## src/rtl/lfsr_ctrl_pkg.sv

```systemverilog
// lfsr_ctrl_pkg: shared types and sizing helpers for the LFSR sequencer.
//   lfsr_ctrl_state_t : sequencer state encoding
//   step_cnt_width()  : width of the down-counter that holds STEPS-1
//   idx_width()       : width of a requester index for n requesters

package lfsr_ctrl_pkg;

   typedef enum logic [2:0] {
      StUnseeded = 3'd0,
      StIdle     = 3'd1,
      StLoad     = 3'd2,
      StStep     = 3'd3,
      StDeliver  = 3'd4
   } lfsr_ctrl_state_t;

   // The counter only has to hold STEPS-1, so STEPS itself needs no extra bit.
   function automatic int unsigned step_cnt_width(input int unsigned steps);
      return (steps > 1) ? $clog2(steps) : 1;
   endfunction

   function automatic int unsigned idx_width(input int unsigned n);
      return (n > 1) ? $clog2(n) : 1;
   endfunction

endpackage

```

## src/rtl/rr_arbiter.sv

```systemverilog
// rr_arbiter: combinational round-robin pick.
//   req_i   : request vector
//   ptr_i   : highest-priority index (must be < NREQ)
//   gnt_o   : one-hot winner, zero when no request
//   idx_o   : winner index
//   valid_o : any request present
// Winner is the first set bit at or after ptr_i, wrapping NREQ-1 -> 0.

module rr_arbiter import lfsr_ctrl_pkg::*; #(
   parameter int unsigned  NREQ = 4,
   localparam int unsigned IdxW = idx_width(NREQ)
) (
   input  logic [NREQ-1:0] req_i,
   input  logic [IdxW-1:0] ptr_i,
   output logic [NREQ-1:0] gnt_o,
   output logic [IdxW-1:0] idx_o,
   output logic            valid_o
);

   logic [2*NREQ-1:0] req_dbl;
   logic [NREQ-1:0]   req_rot;
   logic [IdxW-1:0]   off;
   logic [IdxW:0]     sum;

   // Rotate so that ptr_i lands at bit 0; a plain priority pick then gives
   // the offset of the winner from the pointer.
   assign req_dbl = {req_i, req_i} >> ptr_i;
   assign req_rot = req_dbl[NREQ-1:0];

   always_comb begin
      off     = '0;
      valid_o = 1'b0;
      for (int i = int'(NREQ) - 1; i >= 0; i--) begin
         if (req_rot[i]) begin
            off     = IdxW'(i);
            valid_o = 1'b1;
         end
      end
   end

   assign sum   = {1'b0, ptr_i} + {1'b0, off};
   assign idx_o = (sum >= (IdxW+1)'(NREQ)) ? IdxW'(sum - (IdxW+1)'(NREQ)) : sum[IdxW-1:0];
   assign gnt_o = valid_o ? (NREQ'(1) << idx_o) : '0;

endmodule

```

## src/rtl/lfsr_ctrl.sv

```systemverilog
// lfsr_ctrl: seed handshake, step sequencer and round-robin arbiter in front
// of a single lfsr32.
//   clk_i, rst_ni      : clock, asynchronous active-low reset
//   seed_valid_i/seed_i: seed load request, held until ack or err
//   seed_ack_o         : seed accepted (pulse, during the load cycle)
//   seed_err_o         : all-zero seed rejected (pulse)
//   seeded_o           : a seed has been accepted since reset
//   req_i / gnt_o      : per-requester word request / one-hot grant pulse
//   rvalid_o, rdata_o  : delivered word, zero when not valid
//   lfsr_init_o, lfsr_go_o, lfsr_seed_o : drive lfsr32
//   lfsr_q_i           : lfsr32 state

module lfsr_ctrl import lfsr_ctrl_pkg::*; #(
   parameter int unsigned N     = 32,
   parameter int unsigned NREQ  = 4,
   parameter int unsigned STEPS = 1
) (
   input  logic            clk_i,
   input  logic            rst_ni,
   input  logic            seed_valid_i,
   input  logic [N-1:0]    seed_i,
   output logic            seed_ack_o,
   output logic            seed_err_o,
   output logic            seeded_o,
   input  logic [NREQ-1:0] req_i,
   output logic [NREQ-1:0] gnt_o,
   output logic            rvalid_o,
   output logic [N-1:0]    rdata_o,
   output logic            lfsr_init_o,
   output logic            lfsr_go_o,
   output logic [N-1:0]    lfsr_seed_o,
   input  logic [N-1:0]    lfsr_q_i
);

   localparam int unsigned IdxW = idx_width(NREQ);
   localparam int unsigned CntW = step_cnt_width(STEPS);

   lfsr_ctrl_state_t state_q, state_d;
   logic [IdxW-1:0]  ptr_q, ptr_d;
   logic [IdxW-1:0]  win_idx_q, win_idx_d;
   logic [NREQ-1:0]  win_oh_q, win_oh_d;
   logic [N-1:0]     seed_q, seed_d;
   logic [CntW-1:0]  cnt_q, cnt_d;
   logic             seeded_q, seeded_d;
   logic             err_q, err_d;

   logic [NREQ-1:0]  arb_gnt;
   logic [IdxW-1:0]  arb_idx;
   logic             arb_valid;

   rr_arbiter #(
      .NREQ (NREQ)
   ) u_rr_arbiter (
      .req_i   (req_i),
      .ptr_i   (ptr_q),
      .gnt_o   (arb_gnt),
      .idx_o   (arb_idx),
      .valid_o (arb_valid)
   );

   always_comb begin
      state_d   = state_q;
      ptr_d     = ptr_q;
      win_idx_d = win_idx_q;
      win_oh_d  = win_oh_q;
      seed_d    = seed_q;
      cnt_d     = cnt_q;
      seeded_d  = seeded_q;
      err_d     = 1'b0;

      unique case (state_q)
         StUnseeded, StIdle: begin
            // Seed loads take priority over word requests; requests are only
            // served once the LFSR holds a known, non-zero state.
            if (seed_valid_i) begin
               if (seed_i == '0) begin
                  err_d = 1'b1;
               end else begin
                  seed_d  = seed_i;
                  state_d = StLoad;
               end
            end else if ((state_q == StIdle) && arb_valid) begin
               win_idx_d = arb_idx;
               win_oh_d  = arb_gnt;
               cnt_d     = CntW'(STEPS - 1);
               state_d   = StStep;
            end
         end
         StLoad: begin
            seeded_d = 1'b1;
            state_d  = StIdle;
         end
         StStep: begin
            if (cnt_q == '0) begin
               state_d = StDeliver;
            end else begin
               cnt_d = cnt_q - CntW'(1);
            end
         end
         StDeliver: begin
            ptr_d   = (win_idx_q == IdxW'(NREQ - 1)) ? '0 : win_idx_q + IdxW'(1);
            state_d = StIdle;
         end
         default: begin
            state_d = StUnseeded;
         end
      endcase
   end

   always_ff @(posedge clk_i or negedge rst_ni) begin
      if (!rst_ni) begin
         state_q   <= StUnseeded;
         ptr_q     <= '0;
         win_idx_q <= '0;
         win_oh_q  <= '0;
         seed_q    <= '0;
         cnt_q     <= '0;
         seeded_q  <= 1'b0;
         err_q     <= 1'b0;
      end else begin
         state_q   <= state_d;
         ptr_q     <= ptr_d;
         win_idx_q <= win_idx_d;
         win_oh_q  <= win_oh_d;
         seed_q    <= seed_d;
         cnt_q     <= cnt_d;
         seeded_q  <= seeded_d;
         err_q     <= err_d;
      end
   end

   // Outputs decode straight from registered state, so an asynchronous reset
   // clears all of them without waiting for a clock.
   assign seed_ack_o  = (state_q == StLoad);
   assign lfsr_init_o = (state_q == StLoad);
   assign lfsr_go_o   = (state_q == StStep);
   assign rvalid_o    = (state_q == StDeliver);
   assign gnt_o       = rvalid_o ? win_oh_q : '0;
   assign rdata_o     = rvalid_o ? lfsr_q_i : '0;
   assign lfsr_seed_o = seed_q;
   assign seeded_o    = seeded_q;
   assign seed_err_o  = err_q;

endmodule

```

## config.mk

```make
export PLATFORM = sky130hd
export DESIGN_NAME = lfsr_ctrl
export DESIGN_NICKNAME = d
export VERILOG_FILES = /design/src/rtl/lfsr_ctrl_pkg.sv /design/src/rtl/rr_arbiter.sv /design/src/rtl/lfsr_ctrl.sv
export SDC_FILE = /design/constraint.sdc
export NUM_CORES = 1
export LEC_CHECK = 0
export ABC_AREA = 1
export ABC_CLOCK_PERIOD_IN_PS = 2450
export CAP_MARGIN = 20
export CORE_MARGIN = 2
export CORE_UTILIZATION = 38
export DETAILED_ROUTE_END_ITERATION = 16
export PLACE_DENSITY = 0.85
export SLEW_MARGIN = 20
export SYNTH_ARGS = -nofsm -noshare
export SYNTH_HDL_FRONTEND = slang
export SYNTH_HIERARCHICAL = 1
export SYNTH_SLANG_ARGS = --single-unit
export TNS_END_PERCENT = 20
```

## constraint.sdc

```tcl
create_clock -name clk_i -period 2.45 [get_ports clk_i]
set_clock_uncertainty 0.1 [all_clocks]
set_input_delay 0.6125 -clock clk_i [delete_from_list [all_inputs] [get_ports clk_i]]
set_output_delay 0.6125 -clock clk_i [all_outputs]
set_load 0.02 [all_outputs]
```

* Word-level counts from Yosys, hierarchy flattened
Cells that the tools add are included.
Word-level totals: flip-flop bits (word level) 46, logic and storage cells 62, input bits 71
Cells by class: mux-type cells 25, add/subtract/negate cells 4, reduce and logical (&&, ||, !) cells 10, magnitude comparators 1, bitwise gates (word level) 2, equality and inequality tests 10, shift-type cells 2
Operator list (number):
- logical NOT 32 bit | 1
- 2-to-1 mux 32 bit | 1
- 2-to-1 mux 2 bit | 6
- 2-to-1 mux 3 bit | 4
- AND reduction 3 bit | 4
- 2-to-1 mux 1 bit | 10
- one-hot mux 3 bit (3 select lines) | 1
- 2-to-1 mux 4 bit | 2
- >> shifter 8 x 2 -> 4 bit | 1
- == test 3 x 2 -> 1 bit, second input constant | 2
- inequality test 2 bit, second input constant | 3
- inequality test 3 bit, second input constant | 2
- OR reduction 2 bit | 2
- left shift 1 x 2 -> 4 bit, first input constant | 1
- adder 2 x 2 -> 3 bit | 1
- == test 3 x 1 -> 1 bit, second input constant | 1
- == test 3 bit, second input constant | 1
- greater-or-equal comparator 3 bit, second input constant | 1
- logical NOT 3 bit | 1
- adder 2 x 1 -> 2 bit, second input constant | 1
- == test 2 bit, second input constant | 1
- NOT 1 bit | 2
- one-hot mux 1 bit (2 select lines) | 1
- nonzero test 2 bit | 1
- other kinds (3) | 3

* Longest topological paths before layout
word-level depth 10, depth in mapped cells 14

* Cells and area by module
The synthesis kept the hierarchy.
Modules (own cells, without submodules):
- lfsr_ctrl | instances 1, cells an instance 302, area each 2238.4 µm²
- rr_arbiter | instances 1, cells an instance 43, area each 217.7 µm²

* Worst setup path after synthesis
No wires, ideal clock.
path kind register to output, start register state_q[2], end output port seed_ack_o, data required time 1.737 ns, path slack 0.357 ns, path buffers 1, arrival 1.381 ns, cell stages (with the launch flop) 3, cells stage by stage dfrtp_1 -> nor3b_1 -> buf_4
On the way: word-level cells in the longest chain between the ends 1
Ends and longest elaborated chain:
- from (decl) | line lfsr_ctrl.sv:38 | lfsr_ctrl_state_t state_q, state_d;
- from (signal assigned) | line lfsr_ctrl.sv:112 | state_q <= StUnseeded;
- from (signal assigned) | line lfsr_ctrl.sv:121 | state_q <= state_d;
- == test 3 x 2 -> 1 bit
- to (decl) | line lfsr_ctrl.sv:22 | output logic seed_ack_o,
Every way passes these cells.

* Final worst setup path
start input port req_i[0], end register win_idx_q[1]
On the way: word-level cells in the longest chain between the ends 8, elaborated cells between the ends (all ways) 15, classes of those cells add/sub (2); order compare (1); shift (1); mux (9); reduce/logical (2)
Ends and longest elaborated chain:
- from (decl) | line lfsr_ctrl.sv:25 | input logic [NREQ-1:0] req_i,
- >> shifter 8 x 2 -> 4 bit * | line rr_arbiter.sv:27 | assign req_dbl = {req_i, req_i} >> ptr_i;
- 2-to-1 mux 2 bit (3 in a row) | line rr_arbiter.sv:34 | if (req_rot[i]) begin
- 2-to-1 mux 2 bit * | line rr_arbiter.sv:34
- adder 2 x 2 -> 3 bit * | line rr_arbiter.sv:41 | assign sum = {1'b0, ptr_i} + {1'b0, off};
- greater-or-equal comparator 3 bit or subtractor 2 x 1 -> 2 bit (tied branches) | line rr_arbiter.sv:42 | assign idx_o = (sum >= (IdxW+1)'(NREQ)) ? IdxW'(sum - (IdxW+1)'(NREQ)) : sum[IdxW-1:0];
- 2-to-1 mux 2 bit * | line rr_arbiter.sv:42
- net arb_idx[1] | line lfsr_ctrl.sv:48 | logic [IdxW-1:0] arb_idx;
- to (signal assigned) | line lfsr_ctrl.sv:123 | win_idx_q <= win_idx_d;
- to (decl) | line lfsr_ctrl.sv:40 | logic [IdxW-1:0] win_idx_q, win_idx_d;
The timed path passes the listed nets; every way through them passes the cells marked *. A chain may end at the register's enable or synchronous reset.

==> impl_metrics.csv <==
group,metric,value,unit
clock_network,htreeDepth,2,
global_route,grt_pass1_wl,11400,um
global_route,antenna_found_initial,0,
synthesis,netlist_area,0.00246,mm2
die,ioPinCount,145,
timing,finalSetupTns,0,ns
setup_path,cp.arrival,2.40,ns
timing,tightest_slew,0.457,ns
detailed_routing,ant_nets,0,
pwr,finalPower,0.00419,W
timing,max_freq,430,MHz
final_layout,most-common-layout-cells,"clkdlybuf4s50_1 (104), nand2_1 (103), nor2_1 (67)",
timing,period_minus_slack,2.33,ns
flow_run,timing.max_cap.violations,0,
timing,finalSetupViolations,0,
pwr,p_leak,2.26,nW
placement,io_buffers,144,
pwr,worst_ir_drop_vdd,0.000691,V
pwr,p_seq_share,31.1,%
synthesis,syn_nets,418,
setup_path,r2r-end,"win_idx_q[1]",
clock_network,cts_buffers,5,
synthesis,synth_area_per_cell,7.12,um2
placement,hpwlAfterDp,5400,um
clock_network,cts_num_sinks,45,
final_layout,utilization,64.1,%
global_route,met1_usage,21.3,%
detailed_routing,detail_route.vias_per_cell,4.73,
die,die_h,84.4,um
synthesis,synth_top_area_share,45.8,%
pwr,switchingPower,0.00182,W
pwr,internal_power,0.00237,W
setup_path,ff2ff_setup_slack,0.34,ns
synthesis,synth.ff_latch_count,45,
detailed_routing,vias,2689,
die,initial_utilization,38.9,%
timing,drv_slew,0,
placement,place_congestion,0.846,
synthesis,yosysTopAreaCell,"dfrtp_1",
clock_network,clock_tree.root_cell,"clkbuf_8",
global_route,grt_pass1_vias,2567,
timing,final.period_utilization,94.9,%
detailed_routing,drtIter0Drc,139,
setup_path,cp_data_required_time,2.53,ns
setup_path,critPathCaptureType,"register",
final_layout,areaGrowthSynthToFinish,64.9,%
setup_path,cp-startpoint,"req_i[0]",
clock_network,holdBufCountCts,0,
global_route,busiest_layer,"met2",
timing,rsz0062_at_grt,"no",
timing,slew-limit-headroom,69.5,%
synthesis,synthTopCellsByArea,"dfrtp_1 (46%), nand2_1 (16%), nor2_1 (10%), nand3_1 (8.8%), inv_1 (6.4%)",
die,dieArea,0.00712,mm2
setup_path,ff2ff_path_depth,12,
pwr,p_per_area,1040,mW/mm2
setup_path,path_class,"in -> reg",
clock_network,clockBufferDepth,2,
setup_path,reg2reg_from,"ptr_q[0]",
final_layout,drive_gt1_share,7.94,%
detailed_routing,drc,0,
final_layout,mostFrequentLayoutCell,"clkdlybuf4s50_1",
global_route,gr-total-overflow,0,
final_layout,num-nets-final,565,
clock_network,post_cts_buffers,0,
outcome,status,"complete, no violations",
global_route,grt_max_degree,41,
setup_path,start_kind,"primary input",
pwr,pwr-share-comb,58.8,%
clock_network,cts_tree,"done",
die,core-area,0.00631,mm2
detailed_routing,dr.pass1.iters,4,
pwr,p_sw_share,43.4,%
setup_path,path_max_fanout,3,
detailed_routing,wirelength,6800,um
global_route,grt_util_met2,34.5,%
worst_hold_path,hold_class,"in -> async",
synthesis,syn_inst,345,
global_route,track_usage,19.4,%
global_route,grt_use_met3,7.87,%
synthesis,synth-warning-count,6,
clock_network,clk_transition_reported_paths,0.08,ns
final_layout,diodes,0,
pwr,p_clk_share,10.1,%
synthesis,synth_cell_types,25,
clock_network,clk_latency,0.29,ns
timing,hold_viol_final,0,
synthesis,seq_area_frac_synth,45.8,%
die,rows,29,
die,fp.dieW,84.4,um
detailed_routing,post_drt_wl_per_cell,12.0,um
-- critical path: stages --
cell and delay [ns]:
clkdlybuf4s50_1 0.43, nand2_1 0.12, nand3_1 0.10, nand2_2 0.10, nand3_1 0.08, a21boi_1 0.14, ha_2 0.20, xnor2_2 0.12
inv_1 0.10, nand2_4 0.08, nand2_2 0.06, mux2_4 0.26
-- metrics by stage --
| stage | hold slack, ns | worst slack (ns) | instance area (um2) | instances |
|---|---|---|---|---|
| after floorplan | 0.217 | 0.357 | 2460 | 345 |
| after global placement | 0.352 | -0.149 | 4000 | 562 |
| after detailed placement | 0.358 | -0.233 | 4000 | 562 |
| after CTS | 0.164 | 0.0195 | 4030 | 568 |
| after global routing | 0.176 | 0.00160 | 4050 | 568 |
| final | 0.159 | 0.125 | 4050 | 568 |
-- Yosys cell counts, drive strengths merged --
master	count
nand2	110
nor2	68
inv	46
dfrtp	45
nand3	44
buf	13
a21oi	6
clkbuf	2
ha	2
mux2	2
a21boi	1
clkinv	1
nor3	1
nor3b	1
o31ai	1
or2	1
xnor2	1
-- power groups by stage --
stage	clock network (W)	logic (W)	registers, W
3_5_place_dp	0	0.00252	0.00131
3_3_place_gp	0	0.00245	0.00130
2_1_floorplan	0	0.00112	0.00161
4_1_cts	0.000442	0.00247	0.00130
6_report	0.000425	0.00246	0.00130
5_1_grt	0.000476	0.00271	0.00135
-- registers in the layout (all words and copies together), names as in the netlist --
name	flops
seed_err_o	1
win_idx_q	2
lfsr_seed_o	32
state_q	3
win_oh_q	4
ptr_q	2
seeded_o	1
-- layout make-up --
class	instances	area, um2
Inverter	47	178
Sequential cell	45	1130
Clock buffer	5	68.8
Fill cell	549	2260
Clock inverter	1	5.00
Tap cell	77	96.3
Multi-Input combinational cell	238	1070
Timing Repair Buffer	155	1500
-- per-layer routing --
layer  routed length [um]  part of all wire [%]
met1                 2570                    38
met2                 3310                    49
met3                  810                    12
met4                   98                   1.4
met5                    0                     0
-- worst max-delay path by stage --
| stage | cells after the start | slack [ns] | end |
|---|---|---|---|
| after floorplan | 2 | 0.36 | seed_ack_o |
| after global routing | 14 | 0.002 | win_oh_q[1] |
| after global placement | 4 | -0.15 | rdata_o[28] |
| after CTS | 3 | 0.02 | lfsr_init_o |
| after detailed placement | 12 | -0.23 | win_idx_q[1] |
| final | 12 | 0.12 | win_idx_q[1] |
-- what timing repair did --
item                       4_1_cts  5_1_grt
setup endpoints to repair       39        7
hold endpoints to repair         0        0
gates resized for setup         38        6
-- kinds of logic (layout without fill, tap and decap cells) --
| kind of cell | Yosys count | in the layout | synth area share (%) |
|---|---|---|---|
| simple gates | 225 | 225 | 38.7 |
| mux | 2 | 2 | 1.07 |
| xor+xnor | 1 | 1 | 0.357 |
| fa+ha+maj | 2 | 2 | 1.02 |
| compound gates | 8 | 8 | 1.83 |
| flops | 45 | 45 | 45.8 |
| buf+inv | 62 | 208 | 11.2 |
Note: power is estimated with default switching activity, not from simulation.
